<file path="src/rtl/toggle_decoder_pkg.sv">
// ----------------------------------------------------------------------------
// toggle_decoder_pkg
// Shared types and constants for the toggle-encoded serial decoder.
//   td_state_e    : frame FSM state encoding
//   DefaultWidth  : default number of data bits per word
// Build option: TOGGLE_DECODER_PARITY_EN adds the parity state.
// ----------------------------------------------------------------------------
package toggle_decoder_pkg;

    localparam int unsigned DefaultWidth = 8;

`ifdef TOGGLE_DECODER_PARITY_EN
    typedef enum logic [1:0] {
        StIdle = 2'd0,
        StData = 2'd1,
        StPar  = 2'd2
    } td_state_e;
`else
    typedef enum logic [1:0] {
        StIdle = 2'd0,
        StData = 2'd1
    } td_state_e;
`endif

endpackage

</file>
<file path="src/rtl/toggle_decoder_t_edge_decode.sv">
// ----------------------------------------------------------------------------
// t_edge_decode
// Recovers the toggle bit from a T flip-flop style line: a change of level
// between consecutive strobed samples is a 1, no change is a 0.
// Ports:
//   clk, reset_n : clock, asynchronous active-low reset
//   q_in, q_stb  : serial line and its sample strobe
//   t_bit        : decoded bit (valid when t_stb=1)
//   t_stb        : strobe for t_bit, same cycle as q_stb
// ----------------------------------------------------------------------------
module t_edge_decode (
    input  logic clk,
    input  logic reset_n,
    input  logic q_in,
    input  logic q_stb,
    output logic t_bit,
    output logic t_stb
);

    logic r_q_prev;

    always_ff @(posedge clk or negedge reset_n) begin
        if (!reset_n) begin
            r_q_prev <= 1'b0;
        end else if (q_stb) begin
            r_q_prev <= q_in;
        end
    end

    assign t_bit = q_in ^ r_q_prev;
    assign t_stb = q_stb;

endmodule

</file>
<file path="src/rtl/toggle_decoder.sv">
// ----------------------------------------------------------------------------
// toggle_decoder
// Decodes toggle-encoded serial frames (start bit, WIDTH data bits LSB-first,
// optional even-parity bit) into words presented with a valid/ready output.
// Ports:
//   clk, reset_n : clock, asynchronous active-low reset
//   q_in, q_stb  : toggle-encoded line and sample strobe
//   out_data     : last accepted word
//   out_valid    : out_data not yet consumed
//   out_ready    : consumer handshake
//   overrun      : sticky, a completed word was dropped during a stall
//   par_err      : parity mismatch of the word in out_data (0 without parity)
// Build option: define TOGGLE_DECODER_PARITY_EN to add the parity bit/state.
// ----------------------------------------------------------------------------
module toggle_decoder
    import toggle_decoder_pkg::*;
#(
    parameter int unsigned WIDTH = DefaultWidth
) (
    input  logic             clk,
    input  logic             reset_n,
    input  logic             q_in,
    input  logic             q_stb,
    output logic [WIDTH-1:0] out_data,
    output logic             out_valid,
    input  logic             out_ready,
    output logic             overrun,
    output logic             par_err
);

    localparam int unsigned CntW = $clog2(WIDTH);
    localparam logic [CntW-1:0] CntLast = CntW'(WIDTH - 1);

    logic             w_t_bit;
    logic             w_t_stb;
    logic [WIDTH-1:0] w_shift_nxt;
    logic [WIDTH-1:0] w_word;
    logic             w_done;

    td_state_e        r_state;
    logic [CntW-1:0]  r_cnt;
    logic [WIDTH-1:0] r_shift;
    logic [WIDTH-1:0] r_data;
    logic             r_valid;
    logic             r_overrun;

    t_edge_decode u_t_edge_decode (
        .clk     (clk),
        .reset_n (reset_n),
        .q_in    (q_in),
        .q_stb   (q_stb),
        .t_bit   (w_t_bit),
        .t_stb   (w_t_stb)
    );

    // LSB-first: new bits enter at the MSB and drift down, so after WIDTH
    // shifts the first data bit sits in bit 0.
    always_comb begin
        w_shift_nxt            = r_shift >> 1;
        w_shift_nxt[WIDTH-1]   = w_t_bit;
    end

`ifdef TOGGLE_DECODER_PARITY_EN
    logic w_perr;
    logic r_par_err;

    // Word completes on the parity sample; data is already fully shifted in.
    always_comb begin
        w_done = w_t_stb && (r_state == StPar);
        w_word = r_shift;
        w_perr = (^r_shift) ^ w_t_bit;
    end
`else
    // Word completes on the last data sample; take the shifted value directly.
    always_comb begin
        w_done = w_t_stb && (r_state == StData) && (r_cnt == CntLast);
        w_word = w_shift_nxt;
    end
`endif

    // Frame FSM
    always_ff @(posedge clk or negedge reset_n) begin
        if (!reset_n) begin
            r_state <= StIdle;
            r_cnt   <= '0;
            r_shift <= '0;
        end else if (w_t_stb) begin
            unique case (r_state)
                StIdle: begin
                    r_cnt <= '0;
                    if (w_t_bit) begin
                        r_state <= StData;
                    end
                end
                StData: begin
                    r_shift <= w_shift_nxt;
                    if (r_cnt == CntLast) begin
                        r_cnt <= '0;
`ifdef TOGGLE_DECODER_PARITY_EN
                        r_state <= StPar;
`else
                        r_state <= StIdle;
`endif
                    end else begin
                        r_cnt <= r_cnt + 1'b1;
                    end
                end
`ifdef TOGGLE_DECODER_PARITY_EN
                StPar: begin
                    r_cnt   <= '0;
                    r_state <= StIdle;
                end
`endif
                default: begin
                    r_cnt   <= '0;
                    r_state <= StIdle;
                end
            endcase
        end
    end

    // Output holding register. A completing word is accepted only if the
    // slot is free or being drained this same edge; otherwise it is dropped.
    always_ff @(posedge clk or negedge reset_n) begin
        if (!reset_n) begin
            r_data    <= '0;
            r_valid   <= 1'b0;
            r_overrun <= 1'b0;
        end else if (w_done) begin
            if (!r_valid || out_ready) begin
                r_data  <= w_word;
                r_valid <= 1'b1;
            end else begin
                r_overrun <= 1'b1;
            end
        end else if (r_valid && out_ready) begin
            r_valid <= 1'b0;
        end
    end

`ifdef TOGGLE_DECODER_PARITY_EN
    always_ff @(posedge clk or negedge reset_n) begin
        if (!reset_n) begin
            r_par_err <= 1'b0;
        end else if (w_done && (!r_valid || out_ready)) begin
            r_par_err <= w_perr;
        end
    end

    assign par_err = r_par_err;
`else
    assign par_err = 1'b0;
`endif

    assign out_data  = r_data;
    assign out_valid = r_valid;
    assign overrun   = r_overrun;

endmodule

</file>
<file path="config.mk">
export PLATFORM = sky130hd
export DESIGN_NAME = toggle_decoder
export DESIGN_NICKNAME = d
export VERILOG_FILES = /design/src/rtl/toggle_decoder_pkg.sv /design/src/rtl/toggle_decoder_t_edge_decode.sv /design/src/rtl/toggle_decoder.sv
export SDC_FILE = /design/constraint.sdc
export NUM_CORES = 1
export LEC_CHECK = 0
export ABC_AREA = 0
export ABC_CLOCK_PERIOD_IN_PS = 2230
export CAP_MARGIN = 30
export CORE_MARGIN = 2
export CORE_UTILIZATION = 50
export CTS_CLUSTER_DIAMETER = 40
export DETAILED_ROUTE_END_ITERATION = 8
export PLACE_DENSITY = 0.85
export SETUP_SLACK_MARGIN = 0.4
export SLEW_MARGIN = 20
export SYNTH_ARGS = -nofsm -noshare
export SYNTH_HDL_FRONTEND = slang
export SYNTH_HIERARCHICAL = 1
export SYNTH_SLANG_ARGS = --single-unit
export TNS_END_PERCENT = 100
</file>
<file path="constraint.sdc">
create_clock -name clk -period 2.23 [get_ports clk]
set_input_delay 0.446 -clock clk [delete_from_list [all_inputs] [get_ports clk]]
set_output_delay 0.446 -clock clk [all_outputs]
set_load 0.02 [all_outputs]
</file>
==> reports/results.md <==
| Group | Item | This run |
|---|---|---|
| yosys | Post-Synthesis Mean Instance Area | 15.0 um2 |
| cts | CTS tree | yes |
| die | Number of primary I/O pins | 16 |
| grt | Met2 capacity usage during global routing | 23.0% |
| worst setup path | Crit path max-delay family | buffers and inverters |
| power | Clock network power share | 15.2% |
| yosys | Number of synthesis warnings | 6 |
| sta | Worst Clk Skew | 6.25 ps |
| sta | Total count of hold-check failures in the final report | 0 |
| cts | Insertion delay to the later sink of the worst-skew pair | 300 ps |
| placed design | Placement-stage worst setup slack | 365 ps |
| worst setup path | Standard cell with the maximum stage delay on the critical path | sky130_fd_sc_hd__clkdlybuf4s50_1 |
| grt | Global-route wire length before repair | 2330 um |
| worst setup path | Minimum setup slack among reg-to-reg paths | 600 ps |
| yosys | Most repeated cell in the gate-level netlist after synthesis | sky130_fd_sc_hd__dfrtp_1 |
| power | Total power per unit cell area | 1240 nW/um2 |
| worst setup path | CP cell instances | clkdlybuf4s50_1 |
| power | Net switching power | 432 uW |
| power | Internal power | 973 uW |
| placed design | Number of buffer cells added on primary ports | 14 |
| power | Sw Share | 30.7% |
| worst hold path | HP Class | primary input to asynchronous set/reset pin |
| yosys | Synth cell count leaders | sky130_fd_sc_hd__dfrtp_1, sky130_fd_sc_hd__mux2_4, sky130_fd_sc_hd__mux2_2 |
| cts | Total CTS buffers | 3 |
| finish | Fraction of layout cells with a size suffix above 1 | 31.6% |
| drt | Pre-Repair DR Iteration Count | 4 |
| drt | Wire length reported by the detailed router | 1380 um |
| sta | Clock period minus final worst setup slack | 1740 ps |
| cts | Cell chosen for the clock root | sky130_fd_sc_hd__clkbuf_4 |
| sta | Final setup fails | 0 |
| sta | Final-report max-slew violation count | 0 |
| sta | Final setup margin | 495 ps |
| yosys | Number of synthesized register bits | 22 |
| worst setup path | Destination of the worst register-to-register timing path | out_data[0]$_DFFE_PN0P_ |
| finish | Net count, final | 87 |
| drt | Initial DRC count | 4 |
| grt | Met1 Use GR | 22.1% |
| worst setup path | Depth of the worst register-to-register path | 6 |
| worst setup path | Largest fanout on the critical path | 2 |
| cts | Count of cells resized by post-cts repair | 0 |
| drt | Final antenna-violating net count | 0 |
| worst setup path | Timing endpoint of the critical path | out_data[7] |
| sta | Unrepaired setup endpoints after global routing | no |
| worst setup path | CP Data Required Time | 1780 ps |
| grt | Largest net degree at the start of global routing | 23 |
| grt | Overflow after GRT | 0 |
| sta | Total Negative Setup Slacks | 0 ps |
| grt | Met3 track demand over resource in global routing | 2.31% |
| yosys | Syn Nets | 69 |
| grt | Number of global-route vias before repair | 494 |
| run status | Outcome | finished clean |
| yosys | Post-Syn Instances | 62 |
| yosys | Post-Synthesis Cell Area | 932 um2 |
| cts | Clk slew on worst S/H paths | 120 ps |
| cts | Cts hold-fix bufs | 0 |
| worst setup path | Critical path startpoint category | register |
| yosys | Cell types occupying the most area after synthesis | sky130_fd_sc_hd__dfrtp_1, sky130_fd_sc_hd__mux2_4, sky130_fd_sc_hd__mux2_2 |
| drt | Routed wirelength normalized by instance count | 13.2 um |
| power | Peak supply drop | 0.726 mV |
| finish | Number of diodes | 0 |
| cts | CTS Sinks | 22 |
| yosys | Number of synthesized flops with an enable pin | 0 |
| worst setup path | Buf+Inv Stages, Crit Path | 1 |
| job | Number of violations of the max-capacitance limit | 0 |
| cts | Post-CTS Setup Bufs | 0 |
| worst setup path | Arrival time of data at the critical path endpoint | 1290 ps |
| worst setup path | Largest stage delay on the critical path | 610 ps |
| worst setup path | Startpoint of the worst setup timing path | out_data[7]$_DFFE_PN0P_ |
| worst setup path | Cell count along the critical path | 1 |
| cts | Number of buffers on the longest clock path | 2 |
| power | Comb pwr share | 37.1% |
| finish | Area added between synthesis and finish | 21.1% |
| grt | Busiest grt layer | met2 |
| drt | Vias after detailed routing | 506 |
| die | Die height | 47.2 um |
| yosys | Library cell with the largest summed area after synthesis | sky130_fd_sc_hd__dfrtp_1 |
| yosys | Fraction of synthesis flops using an asynchronous set or reset pin | 100% |
| placed design | Routability congestion estimate from global placement | 0.761 |
| yosys | Number of distinct standard cells referenced by the synthesized netlist | 20 |
| power | Leakage power | 0.000513 uW |
| yosys | Share of Yosys cell area claimed by the top area cell type | 59.1% |
| grt | Global-route total usage across every layer | 15.3% |
| die | Die ar. | 2230 um2 |
| sta | Maximum operating frequency | 576 MHz |
| yosys | Portion of the post-synthesis area used by sequential elements | 59.1% |
| yosys | Most used flip-flop cell after synthesis | sky130_fd_sc_hd__dfrtp_1 |
| die | Initial core utilization | 53.4% |
| grt | Antenna violations before repair | 0 |
| sta | Fin crit share | 77.8% |
| placed design | Placed Area | 1090 um2 |
| drt | DRC violations left | 0 |
| die | Floorplan Core Area | 1750 um2 |
| die | Number of cell rows | 15 |
| cts | H-tree Lvls | 1 |
| worst setup path | Critical path class | register to output port |
| die | Die X | 47.2 um |
| worst setup path | Crit end category | output port |
| drt | Post-DR vias/cell | 4.87 |
| power | Flop pwr share | 47.7% |
| placed design | DP HPWL | 1010 um |
| finish | Area of all placed cells without fillers | 1130 um2 |
| worst setup path | Worst reg2reg path startpoint | r_cnt[0]$_DFFE_PN0P_ |
placed cells by master, fill, tap and decap left out:
| cell | count |
|---|---|
| sky130_fd_sc_hd__mux2_4 | 9 |
| sky130_fd_sc_hd__nor2b_2 | 1 |
| sky130_fd_sc_hd__o31ai_1 | 1 |
| sky130_fd_sc_hd__mux2_2 | 7 |
| sky130_fd_sc_hd__nand2_1 | 2 |
| sky130_fd_sc_hd__nand3_1 | 1 |
| sky130_fd_sc_hd__a21oi_1 | 1 |
| sky130_fd_sc_hd__clkdlybuf4s50_1 | 14 |
| sky130_fd_sc_hd__xor2_1 | 1 |
| sky130_fd_sc_hd__a31oi_1 | 1 |
| sky130_fd_sc_hd__nand4b_1 | 1 |
| sky130_fd_sc_hd__dfrtp_1 | 22 |
| sky130_fd_sc_hd__ha_1 | 2 |
| sky130_fd_sc_hd__o21bai_1 | 1 |
| sky130_fd_sc_hd__conb_1 | 1 |
| sky130_fd_sc_hd__nand3_2 | 1 |
| sky130_fd_sc_hd__clkbuf_8 | 1 |
| sky130_fd_sc_hd__nand2b_1 | 2 |
| sky130_fd_sc_hd__clkbuf_4 | 3 |
| sky130_fd_sc_hd__buf_4 | 3 |
| sky130_fd_sc_hd__inv_1 | 2 |
| sky130_fd_sc_hd__o21ai_0 | 2 |
worst register-to-register path, stage by stage, from the launching register on:
cell	delay, ps
sky130_fd_sc_hd__dfrtp_1	390
sky130_fd_sc_hd__ha_1	170
sky130_fd_sc_hd__ha_1	210
sky130_fd_sc_hd__nand3_2	120
sky130_fd_sc_hd__nor2b_2	120
sky130_fd_sc_hd__buf_4	200
sky130_fd_sc_hd__mux2_4	320
metrics by stage:
stage	total power (uW)	util, %	hold WS (ps)	instances
2_1_floorplan	993	-	150	62
3_3_place_gp	1180	62.6	483	100
3_5_place_dp	1210	62.6	479	100
4_1_cts	1420	64.7	474	104
5_1_grt	1500	64.7	496	104
6_report	1400	64.7	475	104
metal layers:
layer | part of all wire, % | wire length (um)
met5 | 0 | 0
met4 | 0.73 | 10
met3 | 2.5 | 35
met1 | 52 | 709
met2 | 45 | 620
state kept, by name (all words and copies together) (netlist names):
signal	flops
out_valid	1
r_shift	7
r_state	1
overrun	1
u_t_edge_decode/r_q_prev	1
r_cnt	3
out_data	8
worst min path at each step:
stage	startpoint	end	slack, ps	cells past startpoint
final	reset_n	out_data[1]$_DFFE_PN0P_	470	2
after floorplan	reset_n	out_data[0]$_DFFE_PN0P_	150	0
after global placement	r_shift[1]$_DFFE_PN0P_	out_data[0]$_DFFE_PN0P_	480	1
after detailed placement	overrun$_DFFE_PN0P_	overrun$_DFFE_PN0P_	480	1
after CTS	reset_n	r_cnt[2]$_DFFE_PN0P_	470	2
after global routing	reset_n	r_shift[2]$_DFFE_PN0P_	500	2
kinds of logic (layout without fill, tap and decap cells):
kind of cell               count (synthesis)  in the layout  share of synthesized area (%)
adders and majority gates                  2              2                           2.68
DFF                                       22             22                           59.1
AOI/OAI and AO/OA                          6              6                           3.89
muxes                                     16             16                           23.0
xor gates and xnor gates                   1              1                          0.940
and+or+nand+nor                            8              8                           5.64
buffers and inverters                      6             23                           4.43
other                                      1              1                          0.402
cell type report:
class	count	area, um2
well taps	25	31.3
clock buffers	4	36.3
multi-input cells	34	340
flip-flops and latches	22	551
repair buffers	17	163
inverters	2	7.51
fillers	129	617
power groups by stage:
stage	logic [uW]	clock network, uW	registers [uW]
finish	521	213	670
global route	566	240	693
CTS	530	220	674
detailed placement	530	0	680
global placement	511	0	671
floorplan	254	0	739
No activity file was read; power rests on OpenSTA's default activity.
